==> src/rtl/gf2_poly_div.sv <==
// rtl/gf2_poly_div.sv - bit-serial GF(2)[x] long divider, optional radix-2 via GF2_POLY_DIV_RADIX2_EN
module gf2_poly_div #(
   parameter int N_A = 31,
   parameter int N_B = 16
) (
   input  logic           clk,
   input  logic           rst_n,
   input  logic           in_valid,
   output logic           in_ready,
   input  logic [N_A-1:0] dividend,
   input  logic [N_B-1:0] divisor,
   output logic           out_valid,
   input  logic           out_ready,
   output logic [N_A-1:0] quotient,
   output logic [N_B-2:0] remainder,
   output logic           div_err
);

   localparam int DW = $clog2(N_B);
   localparam int CW = $clog2(N_A + 1);

   typedef enum logic [1:0] {IDLE, LOAD, RUN, DONE} state_t;

   state_t         state, state_nx;
   logic [N_A-1:0] dvd_r;
   logic [N_B-1:0] dvs_r;
   logic [DW-1:0]  deg_r, deg_c;
   logic [N_B-2:0] rem_r, rem_nx;
   logic [N_A-1:0] quo_r, quo_nx;
   logic [CW-1:0]  cnt, cnt_init, cnt_nx;
   logic           last;
   logic [N_B-1:0] s1;

   // One reduction step: shift in a dividend bit, subtract (XOR) divisor when the
   // leading term lines up. Returns {quotient bit, new remainder}.
   function automatic logic [N_B-1:0] step(input logic [N_B-2:0] r, input logic b,
                                           input logic [N_B-1:0] d, input logic [DW-1:0] dg);
      logic [N_B-1:0] t;
      logic [N_B-2:0] rn;
      logic           qb;
      t  = {r, b};
      qb = t[dg];
      if (qb) t = t ^ d;
      for (int i = 0; i < N_B - 1; i++) rn[i] = t[i] & (i < int'(dg));
      return {qb, rn};
   endfunction

   // Priority encoder: degree of the latched divisor
   always_comb begin
      deg_c = '0;
      for (int i = 0; i < N_B; i++) begin
         if (dvs_r[i]) deg_c = DW'(i);
      end
   end

`ifdef GF2_POLY_DIV_RADIX2_EN
   logic [N_A:0]   dvd_p;
   logic [N_B-1:0] s2;
   logic [CW-1:0]  cnt_m1;

   // Two cascaded steps per edge over the MSB-zero-padded dividend
   always_comb begin
      dvd_p    = {1'b0, dvd_r};
      cnt_m1   = cnt - CW'(1);
      s1       = step(rem_r, dvd_p[cnt], dvs_r, deg_r);
      s2       = step(s1[N_B-2:0], dvd_p[cnt_m1], dvs_r, deg_r);
      rem_nx   = s2[N_B-2:0];
      quo_nx   = {quo_r[N_A-3:0], s1[N_B-1], s2[N_B-1]};
      last     = (cnt == CW'(1));
      cnt_init = CW'(N_A);
      cnt_nx   = cnt - CW'(2);
   end
`else
   // One step per edge, dividend MSB first
   always_comb begin
      s1       = step(rem_r, dvd_r[cnt], dvs_r, deg_r);
      rem_nx   = s1[N_B-2:0];
      quo_nx   = {quo_r[N_A-2:0], s1[N_B-1]};
      last     = (cnt == '0);
      cnt_init = CW'(N_A - 1);
      cnt_nx   = cnt - CW'(1);
   end
`endif

   // State register
   always_ff @(posedge clk or negedge rst_n) begin
      if (!rst_n) state <= IDLE;
      else        state <= state_nx;
   end

   // Next-state and handshake outputs
   always_comb begin
      state_nx  = state;
      in_ready  = 1'b0;
      out_valid = 1'b0;
      case (state)
         IDLE: begin
            in_ready = 1'b1;
            if (in_valid) state_nx = LOAD;
         end
         LOAD:    state_nx = (dvs_r == '0) ? DONE : RUN;
         RUN:     if (last) state_nx = DONE;
         DONE: begin
            out_valid = 1'b1;
            if (out_ready) state_nx = IDLE;
         end
         default: state_nx = IDLE;
      endcase
   end

   // Datapath: operand latch, division shift registers, result registers
   always_ff @(posedge clk or negedge rst_n) begin
      if (!rst_n) begin
         dvd_r     <= '0;
         dvs_r     <= '0;
         deg_r     <= '0;
         rem_r     <= '0;
         quo_r     <= '0;
         cnt       <= '0;
         quotient  <= '0;
         remainder <= '0;
         div_err   <= 1'b0;
      end else begin
         case (state)
            IDLE: begin
               if (in_valid) begin
                  dvd_r <= dividend;
                  dvs_r <= divisor;
                  rem_r <= '0;
                  quo_r <= '0;
               end
            end
            LOAD: begin
               deg_r <= deg_c;
               cnt   <= cnt_init;
               if (dvs_r == '0) begin
                  quotient  <= '0;
                  remainder <= '0;
                  div_err   <= 1'b1;
               end
            end
            RUN: begin
               rem_r <= rem_nx;
               quo_r <= quo_nx;
               cnt   <= cnt_nx;
               if (last) begin
                  quotient  <= quo_nx;
                  remainder <= rem_nx;
                  div_err   <= 1'b0;
               end
            end
            default: ;
         endcase
      end
   end

endmodule
==> config.mk <==
export PLATFORM = sky130hd
export DESIGN_NAME = gf2_poly_div
export DESIGN_NICKNAME = d
export VERILOG_FILES = /design/src/rtl/gf2_poly_div.sv
export SDC_FILE = /design/constraint.sdc
export NUM_CORES = 1
export LEC_CHECK = 0
export ABC_CLOCK_PERIOD_IN_PS = 3900
export CAP_MARGIN = 0
export CORE_MARGIN = 2
export CORE_UTILIZATION = 25
export CTS_CLUSTER_DIAMETER = 120
export DETAILED_ROUTE_END_ITERATION = 16
export PLACE_DENSITY = 0.39
export SYNTH_ARGS = -nofsm -noshare
export SYNTH_HDL_FRONTEND = slang
export SYNTH_SLANG_ARGS = --single-unit
==> constraint.sdc <==
create_clock -name clk -period 3.9 [get_ports clk]
set_clock_uncertainty 0.05 [all_clocks]
set_input_delay 0.39 -clock clk [delete_from_list [all_inputs] [get_ports clk]]
set_output_delay 0.39 -clock clk [all_outputs]
set_load 0.01 [all_outputs]
; Yosys cells after proc, flatten, opt, wreduce, memory -nomap -nowiden
; Cells that the tools add are included.
[totals]
latch_bits = 0
rom_bits = 0
n_memories = 0
ram_bits = 0
wordCells = 101
reg_bits = 150
output_inout_bits = 49
in_bits = 51
[op_classes]
div = 0
multipliers = 0
magnitude_cmp = 17
bitwise_logic = 16
eq_ne = 7
n_mux = 41
add_sub_neg = 1
shifts = 0
n_reduce_logical = 9
[op_table]
columns = cell, n
row1 = $mux W31, 2
row2 = $pmux W31 S2, 1
row3 = $mux W15, 4
row4 = $pmux W15 S2, 2
row5 = $pmux W30 S2, 1
row6 = $mux W4, 12
row7 = $mux W30, 1
row8 = $lt A4 B4 Y1 const A, 7
row9 = $logic_not A16 Y1, 1
row10 = $lt A3 B4 Y1 const A, 4
row11 = $and A1 B1 Y1, 15
row12 = $xor A15 B15 Y15, 1
row13 = $mux W2, 5
row14 = $pmux W5 S2, 1
row15 = $lt A1 B4 Y1 const A, 2
row16 = $lt A2 B4 Y1 const A, 2
row17 = $mux W1, 8
row18 = $ne A2 B2 Y1 const B, 4
row19 = $pmux W2 S4, 1
row20 = $lt A5 B6 Y1 const B, 1
row21 = $reduce_and A3 Y1, 2
row22 = $bmux W1 S5, 1
row23 = $logic_not A5 Y1, 1
row24 = $lt A4 B5 Y1 const B, 1
row25 = other kinds (8), 11

; Longest topological paths before layout
[depth]
depth_word = 15
mapped_depth = 11
ltp_nobuf = 9

; Worst setup path after synthesis
; OpenSTA, ideal clock, no wires.
[synth_path]
path_kind = reg-to-reg
from = register cnt[1]
to = register rem_r[6]
period_less_slack_ns = 2.825
required_time_ns = 3.776
path_slack_ns = 1.075
setup_time_ns = 0.074
t_arrival_ns = 2.700
stages_incl_launch_ff = 11
path_buffers = 2
cell_sequence = dfrtp_1 -> clkbuf_1 -> mux4_1 -> mux2_2 -> a221oi_2 -> a31oi_1 -> a31o_1 -> buf_6 -> and3_1 -> or4_4 -> o21ai_2
[synth_between]
elab_chain_cells = 7
[synth_rtl]
columns = item, line_no
row1 = from (decl), 30  ; logic [CW-1:0] cnt, cnt_init, cnt_nx;
row2 = from (signal assigned), 135  ; cnt <= cnt_init;
row3 = from (signal assigned), 145  ; cnt <= cnt_nx;
row4 = $bmux W1 S5, 76  ; s1 = step(rem_r, dvd_r[cnt], dvs_r, deg_r);
row5 = $mux W1 (implied by the code), 76
row6 = $bmux W1 S4, 42  ; qb = t[dg];
row7 = $mux W1 (implied by the code), 42
row8 = $mux W15, 43  ; if (qb) t = t ^ d;
row9 = $and A1 B1 Y1, 44  ; for (int i = 0; i < N_B - 1; i++) rn[i] = t[i] & (i < int'(dg));
row10 = $pmux W15 S2, 124  ; case (state)
row11 = to (signal assigned), 143  ; rem_r <= rem_nx;
row12 = to (decl), 28  ; logic [N_B-2:0] rem_r, rem_nx;
; No other way between the ends. The select of a mux whose other input is x is not followed.
; A chain may end at the register's enable or synchronous reset.

; Final worst setup path
[layout_path]
from = register cnt[0]
to = register remainder[6]
[layout_between]
elab_chain_cells = 8
word_cells_on_any_way = 11
classes_between = eq/ne (1) / mux (7) / bitwise (1) / reduce/logical (2)
[layout_rtl]
columns = item, line_no
row1 = $bmux W1 S5, 76
row2 = $mux W1 (implied by the code), 76
row3 = $bmux W1 S4, 42
row4 = $mux W1 (implied by the code), 42
row5 = $mux W15, 43
row6 = $and A1 B1 Y1, 44
row7 = $mux W15, 146  ; if (last) begin
row8 = $pmux W15 S2, 124
row9 = to (signal assigned), 148  ; remainder <= rem_nx;
row10 = to (decl), 15  ; output logic [N_B-2:0] remainder,
; Parallel ways exist; a longest one is shown, timed or not. The select of a mux whose other input is x is not followed.

==> impl_metrics.ini <==
[synthesis]
postSynthAreaPerCell_um2 = 10.57
yosys.area_share.adder = 0.01143
post-synth-top-area-cell = dfrtp_1
netlist_instances = 621
mappedNetlistArea_mm2 = 0.006566
yosysWarningCount = 0
synth_most_common_cell = dfrtp_1
ys_top_cells_by_area = dfrtp_1 (57%), mux2_2 (8.7%), nand2_1 (8.5%)
synth_simple_gate_area_frac = 0.1218
synth_top_area_frac = 0.5716
postSynth.topFlopCell = dfrtp_1
synth_seq_area_share = 0.5716
post_synth_num_cell_types = 50
synth-xor-area-share = 0.01200
number_of_synthesized_flops_with_an_enable_pin = 0
synth_fp_nets = 678
async_flop_share = 1.000
yosys_register_bits = 150
top_cells_by_instance_count_after_synthesis = dfrtp_1 (150), nand2_1 (148), o21ai_0 (95), mux2_2 (51), clkbuf_1 (38)
combinational_family_with_the_most_area_after_synthesis = compound AO/OA/AOI/OAI gates
share_of_the_synthesized_area_in_compound_gates_ao_oa_aoi_oai = 0.1282
post_synthesis_mux_area_share = 0.1231

[sta]
timing.final.max_slew_violations = 0
timing_hold_violations_final = 3
grt_setup_unrepaired = no
final.min_clock_period_ns = 3.278
setup_viol_count_final = 0
hold_slack_ns = -0.007594
tightest_slew_ns = 0.9611
slew_limit_headroom = 0.3592
fmax_mhz = 305.1
min_period_over_period = 0.8405
tns_ns = 0

[worst_hold_path]
hp-class = input pin to asynchronous set/reset pin

[worst_setup_path]
setup.worst_path.class = flop to flop
rr_worst_depth = 8
timing.critical_path.arrival_ns = 3.57
critPathCaptureType = flop
max_stage_delay_cell_worst_path = dfrtp_1
crit_path_max_incr_delay_ns = 0.69
crit_path_max_fanout = 13
crit_required_ns = 4.19
critical_path.cell_chain = mux4_1, mux2_2, a221oi_2, a31oi_1, a31o_1, and3_1, or4_4, o21ai_2
worstSetupStartpointType = flop

[route]
drt_wl_total_mm = 15.88
vias_per_cell = 4.439
detail_route.wl_per_cell_um = 15.09
drt-pass1-iter-count = 7
number_of_nets_with_antenna_violations_after_routing = 0
drt_iter0_markers = 289
detail_route.drc_violations = 0
dr_total_vias = 4670

[cts]
clkTransAtPathRegs_ns = 0.07
ctsLongestPathBuffers = 2
h-tree-depth = 4
cts-hold-fix-buffers = 0
tritoncts_num_sinks = 150
clk_root_buffer_cell = clkbuf_16
cts_made_buffers = 17
clock_tree_from_tritoncts = built
clk_latency_ns = 0.42
postCtsResizedCells = 0
cts_post_setup_buffers_inserted = 0

[floorplanning]
std_cell_rows = 59
io-pin-count = 100
dieWidth_um = 166.1
die_span_y_um = 166.1
die_area_mm2 = 0.02758
core-area_mm2 = 0.02591
initial_utilization = 0.2534

[place]
gp_congestion = 0.8070
portBuffers = 99
placed_cells_incl_taps = 1020
dpl.hpwl_mm = 10.87

[power]
p_int_mw = 3.675
power.share.switching = 0.3614
net-switching-power_mw = 2.080
power-per-cell-area_mw_per_mm2 = 681.5
cellLeakagePower_nw = 3.431
comb_power_share = 0.309
report.power.total_mw = 5.756
ir_worst_vdd_mv = 0.2441
power_frac_clock = 0.274
sequential_share_of_power = 0.417

[global_route]
grt_max_degree = 101
grt_overflow_total = 0
grt_first_pass_wirelength_mm = 27.07
grt_antenna_before_repair = 0
global_route.usage.total = 0.1217
grt_pass1_vias = 4911

[cells_and_area]
post_route_cells_drive_above_1_share = 0.1450
nets = 761
non_filler_instances = 1052
final_core_utilization = 0.3259
count_of_antenna_diodes_in_the_layout = 0
syn2layout_area_growth_pct = 28.62
num-fill-cells = 2630

[flow_run]
maxCapViolations = 0

[outcome]
status = finished with violations
violations_in_the_final_reports = negative hold slack
## placed cells by master, fill, tap and decap left out, types with 4 or more instances in the layout
cell and instances:
a21oi_1 12, a31oi_1 6, buf_4 5, clkbuf_16 17
clkdlybuf4s50_1 98, dfrtp_1 150, ha_1 6, inv_1 11
inv_6 5, inv_8 4, mux2_2 51, mux2i_1 5
mux4_2 7, nand2_1 147, nand3_1 8, nor2_1 16
nor3_1 6, o21ai_0 95, o31ai_1 8, xor2_1 6
## metrics by stage
step / area [um2] / setup slack (ns) / hold WS (ns)
final: 8446 / 0.6221 / -0.007594
after global routing: 8446 / 0.4065 / 0.1031
after CTS: 8446 / 0.6054 / 0.06860
after detailed placement: 7886 / 0.6203 / 0.4194
after global placement: 7886 / 0.6880 / 0.4137
after floorplan: 6566 / 1.075 / 0.04441
## state kept, by name, indices dropped and copies added, names as in the netlist
register,cells
dvd_r,31
quotient,31
quo_r,30
dvs_r,16
rem_r,15
remainder,15
cnt,5
deg_r,4
state,2
div_err,1
## power groups by stage
stage          registers [mW]  clock network (mW)  logic [mW]
3_5_place_dp             2.44                   0        1.81
6_report                 2.40                1.58        1.78
3_3_place_gp             2.44                   0        1.79
4_1_cts                  2.42                1.63        1.82
5_1_grt                  2.48                1.71        1.99
2_1_floorplan            2.29                   0        1.17
## layer usage
| layer | vias to the layer above | part of all wire | GRT usage |
|---|---|---|---|
| met3 | 12 | 0.038 | 0.03074 |
| met4 | 0 | 0.012 | 0.04083 |
| li1 | 2321 | - | - |
| met5 | - | 0 | 0 |
| met1 | 2255 | 0.48 | 0.1681 |
| met2 | 82 | 0.47 | 0.1867 |
## logic make-up after synthesis
logic type | Yosys count
and+or+nand+nor | 194
DFF | 150
AOI/OAI and AO/OA | 145
muxes | 64
buffers and inverters | 53
xor gates and xnor gates | 9
adders and majority gates | 6
## worst max-delay path: cells and delay by family, from the launching register on
family | cells | cell delay, ns
multiplexers | 2 | 0.92
AO/OA/AOI/OAI | 4 | 0.79
AND/OR/NAND/NOR | 2 | 0.75
flip-flops | 1 | 0.69
## final timing paths
| check | to | startpoint | slack (ns) |
|---|---|---|---|
| setup / recovery | remainder[6] | cnt[0] | 0.62 |
| hold / removal | quo_r[7] | rst_n | -0.008 |
| setup reg to reg | remainder[6] | cnt[0] | 0.62 |
| hold reg to reg | quo_r[29] | quo_r[29] | 0.43 |
| max in group asynchronous | remainder[6] | rst_n | 2.92 |
| min in group clk | quo_r[29] | quo_r[29] | 0.43 |
## area by class of cell
cell class | count | area, um2 | share of cell area
flip-flops and latches | 150 | 3754 | 0.4444
multi-input cells | 418 | 2619 | 0.3101
repair buffers | 105 | 1050 | 0.1243
clock buffers | 17 | 425.4 | 0.05037
well taps | 335 | 419.2 | 0.04963
clock inverters | 15 | 133.9 | 0.01585
inverters | 12 | 45.04 | 0.005333
(Power assumes the default switching activity.)
